--- config.mk ---
export PLATFORM = sky130hd
export DESIGN_NAME = fib_byte_serializer_flat
export DESIGN_NICKNAME = d
export VERILOG_FILES = /design/src/rtl/fib_byte_serializer_if.sv /design/src/rtl/fib_byte_serializer.sv /design/src/flat_wrapper.sv
export SDC_FILE = /design/constraint.sdc
export NUM_CORES = 1
export LEC_CHECK = 0
export ABC_CLOCK_PERIOD_IN_PS = 3250
export BUFFER_PORTS_ARGS = -buffer_cell sky130_fd_sc_hd__buf_2
export CAP_MARGIN = 10
export CORE_MARGIN = 5
export CORE_UTILIZATION = 45
export DETAILED_ROUTE_END_ITERATION = 12
export GPL_TIMING_DRIVEN = 1
export PLACE_DENSITY = 0.67
export SYNTH_ARGS = -nofsm -noshare
export SYNTH_HDL_FRONTEND = slang
export SYNTH_SLANG_ARGS = --single-unit
--- constraint.sdc ---
create_clock -name clk -period 3.25 [get_ports clk]
set_clock_uncertainty 0.15 [all_clocks]
set_input_delay 0.4875 -clock clk [delete_from_list [all_inputs] [get_ports clk]]
set_output_delay 0.4875 -clock clk [all_outputs]
set_load 0.02 [all_outputs]
--- src/rtl/fib_byte_serializer_if.sv ---
// rtl/fib_byte_serializer_if.sv - handshake, skip and display signals of the Fibonacci byte serializer
interface fib_byte_serializer_if;
  logic        in_valid;
  logic [63:0] in_data;
  logic        in_ready;
  logic        skip;
  logic [7:0]  out_byte;
  logic        out_valid;
  logic [2:0]  out_index;
  logic        out_last;
  logic        done_tick;
  logic        busy;

  modport master (
    output in_valid, in_data, skip,
    input  in_ready, out_byte, out_valid, out_index, out_last, done_tick, busy
  );

  modport slave (
    input  in_valid, in_data, skip,
    output in_ready, out_byte, out_valid, out_index, out_last, done_tick, busy
  );
endinterface

--- src/rtl/fib_byte_serializer.sv ---
// rtl/fib_byte_serializer.sv - shows a 64-bit value MS byte first, significant bytes only, each for a dwell time
// Optional inter-byte blanking gap enabled by defining FIB_SER_BLANK_EN.
module fib_byte_serializer #(
  parameter int unsigned DWELL_CYCLES = 50000000,
  parameter int unsigned CNT_W        = 32,
  parameter int unsigned BLANK_CYCLES = 1000
) (
  input  logic                  clk,
  input  logic                  reset,
  fib_byte_serializer_if.slave  bus
);

  typedef enum logic [2:0] {
    ST_IDLE,
    ST_SIZE,
    ST_SHOW,
`ifdef FIB_SER_BLANK_EN
    ST_GAP,
`endif
    ST_FINISH
  } state_t;

  localparam logic [CNT_W-1:0] DWELL_LAST = CNT_W'(DWELL_CYCLES - 1);
`ifdef FIB_SER_BLANK_EN
  localparam logic [CNT_W-1:0] BLANK_LAST = CNT_W'(BLANK_CYCLES - 1);
`endif

  state_t           state;
  logic [63:0]      data_q;
  logic [2:0]       idx_q;
  logic [CNT_W-1:0] cnt_q;
  logic [2:0]       top_idx;
  logic [2:0]       next_idx;

  function automatic logic [7:0] sel_byte(input logic [63:0] d, input logic [2:0] i);
    return d[{i, 3'b000} +: 8];
  endfunction

  // Highest nonzero byte; an all-zero value still shows byte 0.
  always_comb begin
    top_idx = 3'd0;
    for (int i = 0; i < 8; i++) begin
      if (data_q[i*8 +: 8] != 8'd0) begin
        top_idx = 3'(i);
      end
    end
  end

  assign next_idx = idx_q - 3'd1;

  always_ff @(posedge clk) begin
    if (reset) begin
      state         <= ST_IDLE;
      data_q        <= 64'd0;
      idx_q         <= 3'd0;
      cnt_q         <= '0;
      bus.in_ready  <= 1'b1;
      bus.out_byte  <= 8'd0;
      bus.out_valid <= 1'b0;
      bus.out_index <= 3'd0;
      bus.out_last  <= 1'b0;
      bus.done_tick <= 1'b0;
      bus.busy      <= 1'b0;
    end else begin
      case (state)
        ST_IDLE: begin
          bus.done_tick <= 1'b0;
          if (bus.in_valid) begin
            data_q       <= bus.in_data;
            state        <= ST_SIZE;
            bus.in_ready <= 1'b0;
            bus.busy     <= 1'b1;
          end
        end

        ST_SIZE: begin
          idx_q         <= top_idx;
          cnt_q         <= '0;
          state         <= ST_SHOW;
          bus.out_valid <= 1'b1;
          bus.out_byte  <= sel_byte(data_q, top_idx);
          bus.out_index <= top_idx;
          bus.out_last  <= (top_idx == 3'd0);
        end

        ST_SHOW: begin
          // skip and dwell expiry together still advance only once
          if (bus.skip || cnt_q == DWELL_LAST) begin
            cnt_q <= '0;
            if (idx_q == 3'd0) begin
              state         <= ST_FINISH;
              bus.done_tick <= 1'b1;
              bus.out_valid <= 1'b0;
              bus.out_byte  <= 8'd0;
              bus.out_last  <= 1'b0;
            end else begin
              idx_q         <= next_idx;
              bus.out_index <= next_idx;
`ifdef FIB_SER_BLANK_EN
              state         <= ST_GAP;
              bus.out_valid <= 1'b0;
              bus.out_byte  <= 8'd0;
              bus.out_last  <= 1'b0;
`else
              bus.out_byte  <= sel_byte(data_q, next_idx);
              bus.out_last  <= (next_idx == 3'd0);
`endif
            end
          end else begin
            cnt_q <= cnt_q + 1'b1;
          end
        end

`ifdef FIB_SER_BLANK_EN
        ST_GAP: begin
          if (bus.skip || cnt_q == BLANK_LAST) begin
            cnt_q         <= '0;
            state         <= ST_SHOW;
            bus.out_valid <= 1'b1;
            bus.out_byte  <= sel_byte(data_q, idx_q);
            bus.out_last  <= (idx_q == 3'd0);
          end else begin
            cnt_q <= cnt_q + 1'b1;
          end
        end
`endif

        ST_FINISH: begin
          state         <= ST_IDLE;
          bus.done_tick <= 1'b0;
          bus.in_ready  <= 1'b1;
          bus.busy      <= 1'b0;
          bus.out_index <= 3'd0;
        end

        default: begin
          state         <= ST_IDLE;
          bus.in_ready  <= 1'b1;
          bus.busy      <= 1'b0;
          bus.out_valid <= 1'b0;
          bus.out_byte  <= 8'd0;
          bus.done_tick <= 1'b0;
        end
      endcase
    end
  end

endmodule

--- src/flat_wrapper.sv ---
// flat-port wrapper written by rule: the top's interface ports become plain ports
module fib_byte_serializer_flat 
#(
  parameter int unsigned DWELL_CYCLES = 50000000,
  parameter int unsigned CNT_W        = 32,
  parameter int unsigned BLANK_CYCLES = 1000
)
  (clk, reset, bus_in_valid, bus_in_data, bus_skip, bus_in_ready, bus_out_byte, bus_out_valid, bus_out_index, bus_out_last, bus_done_tick, bus_busy);
  fib_byte_serializer_if bus_i ();
  input  logic clk;
  input  logic reset;
  input wire logic [$bits(bus_i.in_valid)-1:0] bus_in_valid;
  input wire logic [$bits(bus_i.in_data)-1:0] bus_in_data;
  input wire logic [$bits(bus_i.skip)-1:0] bus_skip;
  output wire logic [$bits(bus_i.in_ready)-1:0] bus_in_ready;
  output wire logic [$bits(bus_i.out_byte)-1:0] bus_out_byte;
  output wire logic [$bits(bus_i.out_valid)-1:0] bus_out_valid;
  output wire logic [$bits(bus_i.out_index)-1:0] bus_out_index;
  output wire logic [$bits(bus_i.out_last)-1:0] bus_out_last;
  output wire logic [$bits(bus_i.done_tick)-1:0] bus_done_tick;
  output wire logic [$bits(bus_i.busy)-1:0] bus_busy;
  assign bus_i.in_valid = bus_in_valid;
  assign bus_i.in_data = bus_in_data;
  assign bus_i.skip = bus_skip;
  assign bus_in_ready = bus_i.in_ready;
  assign bus_out_byte = bus_i.out_byte;
  assign bus_out_valid = bus_i.out_valid;
  assign bus_out_index = bus_i.out_index;
  assign bus_out_last = bus_i.out_last;
  assign bus_done_tick = bus_i.done_tick;
  assign bus_busy = bus_i.busy;
  fib_byte_serializer #(.DWELL_CYCLES(DWELL_CYCLES), .CNT_W(CNT_W), .BLANK_CYCLES(BLANK_CYCLES)) u_core (.clk(clk), .reset(reset), .bus(bus_i));
endmodule
==> results.ini <==
[synth]
ys_top_cells_by_area=dfxtp_1 38%, nand2_1 9.4%, a21oi_1 6.5%
synthCells=744
synth_seq_cells=117
synth_warnings=0
yosys_most_used_dff=dfxtp_1
ys_types=61
synthArstFlopShare_pct=0
yosys.area.top_type_share_pct=37.8
syn-num-nets=821
yosysSeqAreaShare_pct=37.8
synth_top_area_cell=dfxtp_1
synth_edf_count=0
syn_area_per_cell_um2=8.32
syn_area_um2=6190

[critical_path]
critPathMaxFanout=4
cp.required_ns=3.43
endpoint_kind=flip-flop
cp.arrival_ns=3.00
cp-start-kind=flip-flop
critPathKind=reg -> reg

[placement]
place_hpwl_mm=13.6
globalplace.congestion=0.932
placedCellCount=970
port-buffer-count=83

[clock_network]
clk_pin_slew_ns=0.06
clockRootBuffer=clkbuf_16
cts_resized=0
clockBufferDepth=2
cts_setup_buffers=0
ctsHoldBuffers=0
cts.htree.levels=4
cts_tree=yes
numCtsBuffers=17
clock-sinks=117
insertion_delay_ns=0.42

[sta]
drv_slew=0
period_needed_ns=2.82
hold_slack_ns=0.158
rsz0062_at_grt=no
worst_pin_slew_ns=0.727
setup_tns_ns=0
fmax_mhz=355
period_share_pct=86.7
setup_viol=0
hold_violations=0
slew_headroom_pct=51.4

[power_and_ir_drop]
power_per_cell_area_nw_per_um2=891
p_total_mw=6.57
leakagePower_nw=2.76
vdd_ir_drop_max_mv=0.428

[layout]
stdcell_count=1002
post-route-util_pct=55.3
nets=890
drive_above_1_share_pct=21.7
synthToLayoutAreaGrowth_pct=19.2
diodes=0

[route]
wl_per_cell_um=18.3
drtIter0Drc=607
drtPass1Iterations=6
drc_errors=0
postRouteAntennaNets=0
routed_via_density=5.80
totalWireLength_mm=18.3
routed-via-count=5808

[die]
die_h_um=127
die_w_um=127
num_rows=42
io-pin-count=84
die_area_um2=16200
initial_utilization_pct=46.4
fp.coreArea_um2=13300

[min_path]
hold_path.class=in -> reg

[global_routing]
grt_pass1_vias=5558
grt_pass1_wl_mm=29.3
antenna_found_initial=0
grt_overflow_total=0
grt_max_degree=65
grt_usage_pct=22.9

[run_status]
status=finished clean

[job]
timing.max_cap.violations=0

[final cells by class]
cell class              instances  area (µm²)
fillers                      1274        5970
multi-input cells             553        3550
flip-flops and latches        117        2340
repair buffers                101         576
clock buffers                  17         425
well taps                     176         220
clock inverters                15         181
inverters                      23        86.3
[registers in the layout, indices dropped and copies added, names as in the netlist]
signal,count
u_core.data_q,64
u_core.cnt_q,32
u_core.bus.out_byte,8
u_core.bus.out_index,3
u_core.idx_q,3
u_core.state,2
u_core.bus.busy,1
u_core.bus.done_tick,1
u_core.bus.in_ready,1
u_core.bus.out_last,1
u_core.bus.out_valid,1
[metal layers]
metal	up-vias	part of all wire [%]	track usage, %
met1	2738	45	31.4
met5	-	0	0
met2	231	45	34.6
met3	37	7.1	6.14
li1	2802	-	-
met4	0	2.6	8.33
[final timing paths]
| check | start | endpoint | slack, ns | cells after the start |
|---|---|---|---|---|
| max | u_core.data_q[53]$_SDFFE_PP0P_ | u_core.bus.out_byte[2]$_SDFFE_PP0P_ | 0.43 | 5 |
| min | bus_in_data[46] | u_core.data_q[46]$_SDFFE_PP0P_ | 0.16 | 3 |
| max reg2reg | u_core.data_q[53]$_SDFFE_PP0P_ | u_core.bus.out_byte[2]$_SDFFE_PP0P_ | 0.43 | 5 |
| min reg2reg | u_core.bus.busy$_SDFFE_PP0P_ | u_core.bus.busy$_SDFFE_PP0P_ | 0.30 | 2 |
[report_power, final]
part,leakage (nW),switching (mW),internal [mW]
Clock,0.281,0.695,1.21
Sequential,0.956,0.273,1.67
Combinational,1.52,1.70,1.02
[cells in the final DEF (no fill, tap or decap), types with 11 or more instances in the layout]
cell,instances
a21oi_1,81
buf_2,83
buf_4,16
clkbuf_16,17
dfxtp_1,117
inv_1,23
mux2i_1,11
mux4_2,16
nand2_1,154
nand3_1,18
nor2_1,51
nor3_1,16
nor4_1,11
o211ai_1,15
o21ai_0,11
xnor2_1,14
xor2_1,17
[cell usage after synthesis, types with 2 or more instances]
master and number:
a2111oi_2 7, a211o_1 2, a211oi_1 3, a21boi_0 8
a21oi_1 81, a31o_2 7, a31oi_1 8, and2_1 7
and3_1 4, and4_1 3, buf_1 8, buf_2 9
buf_6 3, clkbuf_1 31, dfxtp_1 117, ha_1 9
inv_1 23, mux2i_1 11, mux4_2 16, nand2_1 155
nand2b_1 4, nand3_1 18, nand4_1 10, nor2_1 51
nor2b_1 2, nor3_1 16, nor4_1 11, nor4_2 2
nor4b_1 2, nor4bb_1 2, o2111ai_1 7, o211a_1 3
o211ai_1 15, o21a_1 2, o21ai_0 11, o21bai_1 8
o41ai_1 7, or3_1 2, or4_1 8, xnor2_1 14
xor2_1 17
[worst max-delay path, stage by stage, from the launching register on]
cell and delay [ns]:
dfxtp_1 0.36, or4_1 0.59, nor4bb_2 0.55, a21boi_0 0.59, nand3_1 0.24, a221oi_2 0.26
[logic make-up (layout without fill, tap and decap cells)]
family	after synthesis	count (layout)	share of synthesized area, %
simple gates	308	308	23.6
compound gates	178	178	19.7
flops	117	117	37.8
buf+inv	74	156	5.03
xor+xnor	31	31	4.39
mux	27	27	7.60
fa+ha+maj	9	9	1.82
[per-stage QoR]
| step | setup WS [ns] | area [µm²] |
|---|---|---|
| after CTS | 0.449 | 7380 |
| final | 0.434 | 7380 |
| after global placement | 0.511 | 6770 |
| after global routing | 0.240 | 7380 |
| after detailed placement | 0.453 | 6770 |
| after floorplan | 0.180 | 6190 |
Note: power is estimated with default switching activity, not from simulation.
